File: src/rtl/div_pkg.sv
// div_pkg: shared types and helpers for the sequential divider.
//   div_state_e       : FSM encoding (IDLE / CALC / DONE)
//   DIV_WIDTH_DEFAULT : default operand width
//   DIV_MAX_W         : width of the abs_mag working type; WIDTH must be below it
//   abs_mag()         : magnitude of an already sign/zero-extended operand
package div_pkg;

   typedef enum logic [1:0] {
      DIV_IDLE = 2'd0,
      DIV_CALC = 2'd1,
      DIV_DONE = 2'd2
   } div_state_e;

   localparam int DIV_WIDTH_DEFAULT = 32;
   localparam int DIV_MAX_W         = 128;

   // The caller sign-extends (signed mode) or zero-extends the operand to
   // DIV_MAX_W bits, so the most negative WIDTH-bit value negates cleanly into
   // its unsigned magnitude before the caller truncates back to WIDTH.
   function automatic logic [DIV_MAX_W-1:0] abs_mag(input logic [DIV_MAX_W-1:0] value,
                                                    input logic                 signed_en);
      abs_mag = (signed_en && value[DIV_MAX_W-1]) ? -value : value;
   endfunction

endpackage

File: src/rtl/div_step.sv
// div_step: one combinational radix-2 restoring division iteration.
//   rem_i     : partial remainder (WIDTH)
//   quo_i     : dividend bits still to shift in / quotient bits so far (WIDTH)
//   divisor_i : divisor magnitude (WIDTH)
//   rem_o     : partial remainder after this step
//   quo_o     : quotient register after this step (new bit in LSB)
module div_step #(
   parameter int WIDTH = 32
) (
   input  logic [WIDTH-1:0] rem_i,
   input  logic [WIDTH-1:0] quo_i,
   input  logic [WIDTH-1:0] divisor_i,
   output logic [WIDTH-1:0] rem_o,
   output logic [WIDTH-1:0] quo_o
);

   logic [WIDTH:0] shifted;
   logic [WIDTH:0] diff;

   // rem < divisor before the shift, so |shifted - divisor| < 2^WIDTH and the
   // WIDTH+1-bit difference's MSB is a reliable borrow/sign flag.
   assign shifted = {rem_i, quo_i[WIDTH-1]};
   assign diff    = shifted - {1'b0, divisor_i};

   assign rem_o = diff[WIDTH] ? shifted[WIDTH-1:0] : diff[WIDTH-1:0];
   assign quo_o = {quo_i[WIDTH-2:0], ~diff[WIDTH]};

endmodule

File: src/rtl/div_seq.sv
// div_seq: multi-cycle integer divide sequencer for the EX stage.
//   clk, reset    : clock, async active-high reset
//   start, cancel : request strobe; flush (wins over everything)
//   op_signed     : two's-complement divide when 1
//   op_rem        : return remainder when 1, quotient when 0
//   src1, src2    : dividend, divisor
//   ack           : consumer took the result
//   busy          : iterating (CALC)
//   complete      : result valid, held until ack (DONE)
//   result        : selected, sign-corrected result; 0 while not complete
import div_pkg::*;

module div_seq #(
   parameter int WIDTH = DIV_WIDTH_DEFAULT
) (
   input  logic             clk,
   input  logic             reset,
   input  logic             start,
   input  logic             cancel,
   input  logic             op_signed,
   input  logic             op_rem,
   input  logic [WIDTH-1:0] src1,
   input  logic [WIDTH-1:0] src2,
   input  logic             ack,
   output logic             busy,
   output logic             complete,
   output logic [WIDTH-1:0] result
);

   localparam int          CW   = $clog2(WIDTH);
   localparam logic [CW-1:0] LAST = CW'(WIDTH - 1);

   div_state_e       state_q, state_d;
   logic [CW-1:0]    cnt_q, cnt_d;
   logic [WIDTH-1:0] rem_q, rem_d;
   logic [WIDTH-1:0] quo_q, quo_d;
   logic [WIDTH-1:0] dvs_q, dvs_d;
   logic             qsign_q, qsign_d;
   logic             rsign_q, rsign_d;
   logic             op_rem_q, op_rem_d;

   logic [WIDTH-1:0] s1_mag, s2_mag;
   logic [WIDTH-1:0] step_rem, step_quo;
   logic [WIDTH-1:0] rem_fix, quo_fix;
   logic             accept;

   assign s1_mag = WIDTH'(abs_mag({{(DIV_MAX_W-WIDTH){op_signed & src1[WIDTH-1]}}, src1}, op_signed));
   assign s2_mag = WIDTH'(abs_mag({{(DIV_MAX_W-WIDTH){op_signed & src2[WIDTH-1]}}, src2}, op_signed));

   div_step #(.WIDTH(WIDTH)) u_step (
      .rem_i     (rem_q),
      .quo_i     (quo_q),
      .divisor_i (dvs_q),
      .rem_o     (step_rem),
      .quo_o     (step_quo)
   );

   always_ff @(posedge clk or posedge reset) begin
      if (reset) begin
         state_q  <= DIV_IDLE;
         cnt_q    <= '0;
         rem_q    <= '0;
         quo_q    <= '0;
         dvs_q    <= '0;
         qsign_q  <= 1'b0;
         rsign_q  <= 1'b0;
         op_rem_q <= 1'b0;
      end else begin
         state_q  <= state_d;
         cnt_q    <= cnt_d;
         rem_q    <= rem_d;
         quo_q    <= quo_d;
         dvs_q    <= dvs_d;
         qsign_q  <= qsign_d;
         rsign_q  <= rsign_d;
         op_rem_q <= op_rem_d;
      end
   end

   always_comb begin
      state_d  = state_q;
      cnt_d    = cnt_q;
      rem_d    = rem_q;
      quo_d    = quo_q;
      dvs_d    = dvs_q;
      qsign_d  = qsign_q;
      rsign_d  = rsign_q;
      op_rem_d = op_rem_q;
      busy     = 1'b0;
      complete = 1'b0;
      accept   = 1'b0;

      case (state_q)
         DIV_IDLE: accept = start;
         DIV_CALC: begin
            busy  = 1'b1;
            rem_d = step_rem;
            quo_d = step_quo;
            cnt_d = cnt_q + 1'b1;
            if (cnt_q == LAST) state_d = DIV_DONE;
         end
         DIV_DONE: begin
            complete = 1'b1;
            if (ack) begin
               if (start) accept  = 1'b1;
               else       state_d = DIV_IDLE;
            end
         end
         default: state_d = DIV_IDLE;
      endcase

      if (accept && !cancel) begin
         op_rem_d = op_rem;
         cnt_d    = '0;
         dvs_d    = s2_mag;
         if (src2 == '0) begin
            // Divide by zero: raw all-ones quotient and raw dividend, no fix-up.
            rem_d   = src1;
            quo_d   = '1;
            qsign_d = 1'b0;
            rsign_d = 1'b0;
            state_d = DIV_DONE;
         end else begin
            // Dividend magnitude sits in quo and shifts into rem bit by bit.
            rem_d   = '0;
            quo_d   = s1_mag;
            qsign_d = op_signed & (src1[WIDTH-1] ^ src2[WIDTH-1]);
            rsign_d = op_signed & src1[WIDTH-1];
            state_d = DIV_CALC;
         end
      end

      if (cancel) state_d = DIV_IDLE;
   end

   assign rem_fix = rsign_q ? -rem_q : rem_q;
   assign quo_fix = qsign_q ? -quo_q : quo_q;
   assign result  = complete ? (op_rem_q ? rem_fix : quo_fix) : '0;

endmodule

File: config.mk
export PLATFORM = sky130hd
export DESIGN_NAME = div_seq
export DESIGN_NICKNAME = d
export VERILOG_FILES = /design/src/rtl/div_pkg.sv /design/src/rtl/div_step.sv /design/src/rtl/div_seq.sv
export SDC_FILE = /design/constraint.sdc
export NUM_CORES = 1
export LEC_CHECK = 0
export ABC_AREA = 1
export CAP_MARGIN = 30
export CORE_MARGIN = 8
export CORE_UTILIZATION = 50
export CTS_CLUSTER_DIAMETER = 80
export DETAILED_ROUTE_END_ITERATION = 8
export PLACE_DENSITY = 0.78
export SKIP_LAST_GASP = 1
export SLEW_MARGIN = 10
export SYNTH_ARGS = -nofsm -noshare
export SYNTH_HDL_FRONTEND = slang
export SYNTH_SLANG_ARGS = --single-unit
File: constraint.sdc
create_clock -name clk -period 4 [get_ports clk]
set_input_delay 0.6 -clock clk [delete_from_list [all_inputs] [get_ports clk]]
set_output_delay 0.6 -clock clk [all_outputs]
set_load 0.02 [all_outputs]
# [Yosys cells after proc, flatten, opt, wreduce, memory -nomap -nowiden]
# Cells that the tools add are included.
[totals] ff_bits=106 wordCells=63
[classes] n_bitwise=5 reduce_logical=8 n_mux=29 n_addsub=6 eq_ne=7
[op_table] operator="$mux W32" n=13
[op_table] operator="$neg A32 Y32" n=4
[op_table] operator="$sub A33 B32 Y33" n=1
[op_table] operator="$logic_not A32 Y1" n=1
[op_table] operator="$mux W2" n=6
[op_table] operator="$ne A4 B4 Y1 const B" n=3
[op_table] operator="$mux W5" n=2
[op_table] operator="$mux W1" n=6
[op_table] operator="$pmux W2 S3" n=1
[op_table] operator="$add A5 B1 Y5 const B" n=1
[op_table] operator="$eq A5 B5 Y1 const B" n=1
[op_table] operator="$reduce_and A4 Y1" n=1
[op_table] operator="$and A1 B1 Y1" n=3
[op_table] operator="$logic_and A1 B1 Y1" n=3
[op_table] operator="$ne A3 B3 Y1 const B" n=1
[op_table] operator="$eq A2 B1 Y1 const B" n=1
[op_table] operator="$eq A2 B2 Y1 const B" n=1
[op_table] operator="$logic_not A2 Y1" n=1
[op_table] operator="$pmux W1 S2" n=1
[op_table] operator="$reduce_bool A2 Y1" n=1
[op_table] operator="$logic_not A1 Y1" n=1
[op_table] operator="$not A1 Y1" n=1
[op_table] operator="$xor A1 B1 Y1" n=1

# [Longest topological paths before layout]
# Gate-level depths: netlist of run 1.
[logic_depth] depth_word=6 mapped_depth=18 mapped_depth_nobuf=17

# [Modules after synthesis]
# A second synthesis of run 1 with hierarchy kept.
[unflattened] hier_cells=2126 area_unflattened_um2=12221.7
[by_module_without_submodules] module="div_seq" cells_per_inst=1415 instances=1 area_per_inst_um2=8838.5
[by_module_without_submodules] module="div_step" cells_per_inst=711 instances=1 area_per_inst_um2=3383.2

# [Worst setup path after synthesis of run 1]
# OpenSTA, ideal clock, no wires.
[synth_path] path_type="register to output" start="reg rem_q[0]" end="out result[30]" stages_incl_launch_ff=11 setup_slack_ns=1.472 required_time_ns=3.400 t_arrival_ns=1.928 path_buffers=0 cell_sequence="dfrtp_1 -> inv_1 -> ha_1 -> nand3_1 -> nor2_1 -> nand3_1 -> nor2_2 -> a41oi_1 -> nor2_1 -> nor2_1 -> a21oi_1"
[synth_via] elab_chain_cells=4
[synth_rtl] element="start: declaration" line_no="div_seq.sv:35" source="logic [WIDTH-1:0] rem_q, rem_d;"
[synth_rtl] element="start signal: assignment" line_no="div_seq.sv:71" source="rem_q <= rem_d;"
[synth_rtl] element="$neg A32 Y32" line_no="div_seq.sv:136" source="assign rem_fix = rsign_q ? -rem_q : rem_q;"
[synth_rtl] element="$mux W32" line_no="div_seq.sv:136"
[synth_rtl] element="$mux W32 (2 in a row)" line_no="div_seq.sv:138" source="assign result = complete ? (op_rem_q ? rem_fix : quo_fix) : '0;"
[synth_rtl] element="end: declaration" line_no="div_seq.sv:27" source="output logic [WIDTH-1:0] result"
# No other way between the ends.

# [Worst setup path after layout of run 1]
[layout_path] start="reg quo_q[0]" end="out result[30]"
[layout_via] elab_chain_cells=4
[layout_rtl] element="start: declaration" line_no="div_seq.sv:36" source="logic [WIDTH-1:0] quo_q, quo_d;"
[layout_rtl] element="start signal: assignment" line_no="div_seq.sv:72" source="quo_q <= quo_d;"
[layout_rtl] element="$neg A32 Y32" line_no="div_seq.sv:137" source="assign quo_fix = qsign_q ? -quo_q : quo_q;"
[layout_rtl] element="$mux W32" line_no="div_seq.sv:137"
[layout_rtl] element="$mux W32 (2 in a row)" line_no="div_seq.sv:138"
# No other way between the ends.

==> out/qor.yml, run 1 <==
sta:
  finalHoldViolCount: 0
  setup_tns_ps: 0
  skew_ps: 20.9
  grt_setup_unrepaired: "yes"
  finalSetupViolations: 0
  holdWs_ps: 479
  fmax_mhz: 256
  final-max-slew-violation-count: 0
  tightest_slew_ps: 830
  fin_crit_sh_pct: 97.8
  slew_headroom_pct: 44.7
  period_needed_ps: 3910
synthesis:
  netlist_instances: 2024
  synth-seq-area-share_pct: 22.4
  post-synth-top-count-cell: "nand2_1"
  syn_avg_cell_area_um2: 5.85
  async_flop_share_pct: 100
  synth_nets: 2134
  synth_edf_count: 0
  synth_flop_cell: "dfrtp_1"
  netlist.area_leader.share_pct: 22.4
  yosysWarnings: 0
  synth-seq-cells: 106
  synth_top_area_cell: "dfrtp_1"
  ys_top_cells_by_area: "dfrtp_1, nand2_1, inv_1, nor2_1, nand3_1"
  netlist_area_mm2: 0.0118
  synth_cell_types: 54
  netlist_top_cells_count: "nand2_1, inv_1, nor2_1"
critical_path:
  start_kind: "register"
  cp_data_required_time_ps: 3400
  r2r_cells: 16
  r2r_slack_ps: 1130
  worstReg2RegEnd: "rem_q[23]"
  end_kind: "primary output"
  critPathMaxFanout: 5
  cp.arrival_ps: 3310
  critPathKind: "register to primary output"
  r2r_start: "quo_q[31]"
min_path:
  worstHoldPathType: "register to register"
  whs_path_depth: 1
  whs_endpoint: "cnt_q[3]"
  hp-start: "cnt_q[3]"
grt:
  first_global_vias: 12600
  antenna_found_initial: 0
  track_usage_pct: 29.7
  grt_overflow: 0
  grt_max_degree: 75
  grt_pass1_wl_um: 67700
pwr:
  vdd_ir_drop_max_uv: 270
  p_leak_nw: 6.73
  powerDensity_mw_per_mm2: 680
  clockPowerShare_pct: 10.1
  p_sw_share_pct: 56.7
  power_frac_comb_pct: 68.3
  pwr-share-seq_pct: 21.6
  power.internal_mw: 3.97
  power_switching_mw: 5.19
cells_and_area:
  drive_gt1_share_pct: 6.23
  fin_nets: 2207
  fin_cells: 2421
  syn_to_final_growth_pct: 13.8
  diodes: 0
floorplanning:
  initial_utilization_pct: 50.8
  die_w_um: 170
  die_y_um: 170
  ioPinCount: 105
  rows: 56
  coreArea_mm2: 0.0233
  dieArea_mm2: 0.0289
clock_network:
  cts_hold_buf: 0
  insertion_delay_ps: 380
  path_clk_slew_ps: 90
  cts_sinks: 106
  cts_tree: "yes"
  cts_htree_levels: 3
  numCtsBuffers: 9
  clockBufferDepth: 2
  cts-root-buf: "clkbuf_16"
  postCtsSetupBuffers: 0
routing:
  routed_wl_um: 43600
  wl_per_cell_um: 18.0
  antenna_left: 0
  dr_total_vias: 13600
  drc_errors: 0
  drt_iter0_markers: 1608
  viasPerCell: 5.60
  dr.pass1.iters: 9
placed_design:
  hpwlAfterDp_um: 34400
  globalplace.congestion: 0.988
  io_buffers: 104
  dp_cells: 2405
outcome:
  status: "finished, final reports clean"
flow_run:
  cap_viol_max_count: 0
## worst max-delay path by stage
stage | start | endpoint | slack (ps) | cells after the start
finish | quo_q[0] | result[30] | 90 | 13
CTS | quo_q[0] | result[30] | 50 | 13
global placement | quo_q[0] | result[30] | 540 | 13
detailed placement | quo_q[0] | result[30] | 460 | 13
global route | quo_q[0] | result[30] | -70 | 13
floorplan | reset | cnt_q[0] | 610 | 1
## cells by family (layout without fill, tap and decap cells)
family | count (synthesis) | after routing | synth area share [%]
XOR/XNOR | 54 | 54 | 3.99
AND/OR/NAND/NOR | 1104 | 1104 | 40.8
AO/OA/AOI/OAI | 337 | 337 | 16.0
flip-flops | 106 | 106 | 22.4
buffers and inverters | 384 | 462 | 12.6
adder cells (fa/ha/maj) | 39 | 39 | 4.18
## cell usage in the layout (no fill, tap or decap), types with 5 or more instances in the layout
cell             netlist  final
xor2_1                45     45
o21ai_0              154    154
clkbuf_16              0      9
nand2_2               16     17
dfrtp_1              106    106
a21oi_2               11     11
nand4_1               31     31
inv_1                297    296
o211ai_1              18     18
nor3_2                 4      5
o22ai_1                6      6
o21ai_1                5      5
a21oi_1              107    107
nor2_2                 8      8
a31oi_1                8      8
nand3_1              180    180
nor4_1                 5      5
nand2_4                9      9
buf_4                  0     21
o21a_1                 5      5
inv_2                 20     20
nor3_1                35     34
nor2_1               281    280
ha_1                  38     38
nand3b_1               7      7
xnor2_1                9      9
nand2_1              501    500
nand3_2               10     10
o21bai_1               6      6
clkdlybuf4s50_1        0    104
## area by class of cell
| type | instances | area (µm²) |
|---|---|---|
| fill | 2363 | 9860 |
| timing repair buffer | 126 | 1220 |
| multi-input combinational | 1534 | 7710 |
| tap | 319 | 399 |
| inverter | 320 | 1200 |
| clock buffer | 10 | 229 |
| sequential | 106 | 2650 |
| clock inverter | 6 | 61.3 |
## registers in the layout, indices dropped and copies added (netlist names)
register and count:
dvs_q 32, quo_q 32, rem_q 32, cnt_q 5
state_q 2, op_rem_q 1, qsign_q 1, rsign_q 1
## through the flow
| step | power (mW) | cell area [µm²] | setup slack, ps | util [%] |
|---|---|---|---|---|
| 3_5_place_dp | 8.12 | 13200 | 457 | 56.5 |
| 5_1_grt | 10.0 | 13500 | -74.7 | 57.7 |
| 6_report | 9.16 | 13500 | 88.9 | 57.7 |
| 4_1_cts | 9.06 | 13500 | 46.3 | 57.7 |
| 3_3_place_gp | 8.03 | 13200 | 540 | 56.5 |
| 2_1_floorplan | 6.49 | 11800 | 611 | - |
## layer usage
metal / part of all wire, % / routed length, µm / GRT usage, %
met2: 44 / 19300 / 46.9
met4: 2.8 / 1240 / 9.31
met3: 7.9 / 3450 / 3.61
met5: 0 / 0 / 0
met1: 45 / 19600 / 41.8
## timing repair
action                                  4_1_cts  5_1_grt
endpoints found under the hold margin         0        0
endpoints found under the setup margin        0        7
resized for setup                             0        3
## power groups by stage
stage	clock (mW)	sequential [mW]	combinational, mW
3_5_place_dp	0	1.98	6.14
2_1_floorplan	0	1.78	4.71
3_3_place_gp	0	1.96	6.07
4_1_cts	0.925	1.96	6.17
5_1_grt	0.960	2.02	7.03
6_report	0.922	1.98	6.26
## worst max-delay path: stages (launching register included)
cell	delay (ps)
dfrtp_1	380
inv_1	130
ha_1	230
nand3_1	210
nor2_1	220
nand2_1	90
nor3_2	260
nand4_1	200
nand2_1	100
nand2_1	50
nand3_1	60
nand2_1	50
a21oi_1	290
clkdlybuf4s50_1	680
No activity file was read; power rests on OpenSTA's default activity.
==> inputs of run 2 (changes only) <==
--- a/config.mk
+++ b/config.mk
@@ -15,3 +15,2 @@
 export SKIP_LAST_GASP = 1
-export SLEW_MARGIN = 10
 export SYNTH_ARGS = -nofsm -noshare
==> constraint.sdc (replaced) <==
create_clock -name clk -period 4 [get_ports clk]
set_input_delay 0.8 -clock clk [delete_from_list [all_inputs] [get_ports clk]]
set_output_delay 0.8 -clock clk [all_outputs]
set_load 0.02 [all_outputs]
==> run 2 against run 1 <==
Against the previous run:
- power about the same
- maximum frequency is 2.8% higher
- critical path depth down 4
- final area up 0.36%
- highest routed layer unchanged
==> out/qor.yml, run 2 (same netlist as run 1, synthesis figures left out) <==
outcome:
  status: "finished, final reports clean"
grt:
  first_global_vias: 12500  # -0.52%
  grt_pass1_wl_um: 65600  # -3.2%
  grt_max_degree: 75  # unchanged
  grt_overflow: 0  # unchanged
  track_usage_pct: 28.5  # -1.2 points
  antenna_found_initial: 0  # unchanged
cells_and_area:
  multiInputGateArea_mm2: 0.00773  # +0.28%
  final_common_cell: "nand2_1"
  final_area_mm2: 0.0135  # +0.36%
  drive_gt1_share_pct: 6.51  # +0.28 points
  fin_nets: 2209  # +0.091%
  post-route-util_pct: 58.0  # +0.21 points
  n_fill_cell: 2421  # +2.5%
  syn_to_final_growth_pct: 14.2
  diodes: 0  # unchanged
  layout_common_cells: "nand2_1, inv_1, nor2_1"
  seq_area_mm2: 0.00265  # unchanged
  largestRegisters: "dvs_q: 32 flops, quo_q: 32 flops, rem_q: 32 flops"
pwr:
  power_switching_mw: 5.18  # -0.13%
  powerDensity_mw_per_mm2: 677  # -0.41%
  pwr-share-seq_pct: 21.7  # about the same
  power.internal_mw: 3.98  # about the same
  p_leak_nw: 6.84  # +1.7%
  p_sw_share_pct: 56.6  # about the same
  p_total_mw: 9.16  # about the same
  vdd_ir_drop_max_uv: 301  # +12%
  power_frac_comb_pct: 68.3  # about the same
  clockPowerShare_pct: 10.0  # about the same
sta:
  fmax_mhz: 263  # +2.8%
  setup_tns_ps: 0  # unchanged
  tightest_slew_ps: 865  # +35.5 ps
  skew_ps: 13.3  # -7.60 ps
  finalSetupViolations: 0  # unchanged
  slew_headroom_pct: 42.3  # -2.4 points
  fin_crit_sh_pct: 95.2  # -2.6 points
  holdWs_ps: 491  # +12.1 ps
  finalHoldViolCount: 0  # unchanged
  period_needed_ps: 3810  # -105 ps
  final-max-slew-violation-count: 0  # unchanged
clock_network:
  cts_tree: "yes"
  cts_sinks: 106  # unchanged
  cts_htree_levels: 3  # unchanged
  cts_hold_buf: 0  # unchanged
  insertion_delay_ps: 370  # about the same
  cts-root-buf: "clkbuf_16"
  path_clk_slew_ps: 80  # about the same
  clockBufferDepth: 2  # unchanged
  numCtsBuffers: 9  # unchanged
flow_run:
  cap_viol_max_count: 0  # unchanged
critical_path:
  crit_chain: "inv_1 > ha_1 > nand3_2 > nor3_1 > a31oi_1 > o21ai_0 > a21oi_1 > nor2_1 > clkdlybuf4s50_1"
  cpPeakStageDelay_ps: 620  # -60 ps
  cp_data_required_time_ps: 3200  # -200 ps
  r2r_cells: 15  # -1
  path_buf_inv: 2  # unchanged
  critPathTopFamily: "simple AND/OR/NAND/NOR gates"
  critPathMaxFanout: 5  # unchanged
  start_kind: "register"
  end_kind: "primary output"
  r2r_start: "quo_q[31]"
  critPathSlowestCell: "clkdlybuf4s50_1"
  critPathKind: "register to primary output"
  r2r_slack_ps: 1090  # -40 ps
  worstReg2RegEnd: "quo_q[0]"
  cp.arrival_ps: 3010  # -300 ps
min_path:
  worstHoldPathType: "register to register"
  whs_endpoint: "dvs_q[30]"
  whs_path_depth: 2  # +1
  hp-start: "dvs_q[30]"
routing:
  drt_iter0_markers: 1483  # -7.8%
  wl_per_cell_um: 17.2  # -4.4%
  antenna_left: 0  # unchanged
  routed_wl_um: 41700  # -4.3%
  dr_total_vias: 13700  # +1.2%
  viasPerCell: 5.66  # +1.1%
  dr.pass1.iters: 6  # -3
  drc_errors: 0  # unchanged
placed_design:
  placed_area_mm2: 0.0132  # about the same
  io_buffers: 104  # unchanged
  hpwlAfterDp_um: 33300  # -3.1%
  globalplace.congestion: 1.01  # +2.7%
floorplanning:
  rows: 56  # unchanged
  ioPinCount: 105  # unchanged
  coreArea_mm2: 0.0233  # unchanged
  dieArea_mm2: 0.0289  # unchanged
  die_w_um: 170  # unchanged
  initial_utilization_pct: 50.8  # unchanged
  die_y_um: 170  # unchanged
run 2: cell types whose count changed in the layout (fill, tap and decap cells not counted), sizes merged:
cell,delta
dlygate4sd2,+1
dlymetal6s2s,+5
inv,-1
clkinvlp,-1
clkdlybuf4s50,-6
clkinv,+2
buf,+2
run 2: power groups by stage:
stage          combinational (mW)  sequential (mW)  clock, mW
2_1_floorplan                4.71             1.78          0
3_3_place_gp                 6.00             1.97          0
3_5_place_dp                 6.11             1.98          0
4_1_cts                      6.15             1.96      0.922
5_1_grt                      7.01             2.03      0.953
6_report                     6.26             1.99      0.913
run 2: repair_timing:
item / CTS / global route
pin swaps: 0 / 0
buffers inserted: 0 / 1
endpoints found under the setup margin: 1 / 14
endpoints found under the hold margin: 0 / 0
gates resized for setup: 2 / 12
run 2: how the worst max path moves through the flow:
stage,depth (start not counted),endpoint,slack [ps],start
global placement,11,result[30],360,rem_q[0]
floorplan,1,cnt_q[0],410,reset
global route,13,result[20],-0.6,rem_q[0]
finish,9,result[28],190,quo_q[0]
CTS,13,result[20],120,rem_q[0]
detailed placement,11,result[30],320,rem_q[0]
run 2: layout make-up:
class | count | share of cell area [%]
Clock buffer | 10 | 1.69
Tap cell | 319 | 2.95
Multi-Input combinational cell | 1534 | 57.2
Clock inverter | 6 | 0.463
Timing Repair Buffer | 128 | 9.21
Sequential cell | 106 | 19.6
Inverter | 320 | 8.90
run 2: worst min-delay path, delay by kind of cell, from the launching register on:
family	cells	cell delay (ps)
DFF	1	350
and+or+nand+nor	2	110
run 2: layer usage:
layer  routed length (µm)  GRT usage (%)
met1                17600           38.4
met5                    0              0
met2                18600           45.2
met3                 3970           4.94
met4                 1450           10.5
run 2: through the flow:
stage	std cells	setup slack (ps)
2_1_floorplan	2024	411
3_3_place_gp	2406	361
3_5_place_dp	2406	319
4_1_cts	2422	120
5_1_grt	2423	-0.608
6_report	2423	194
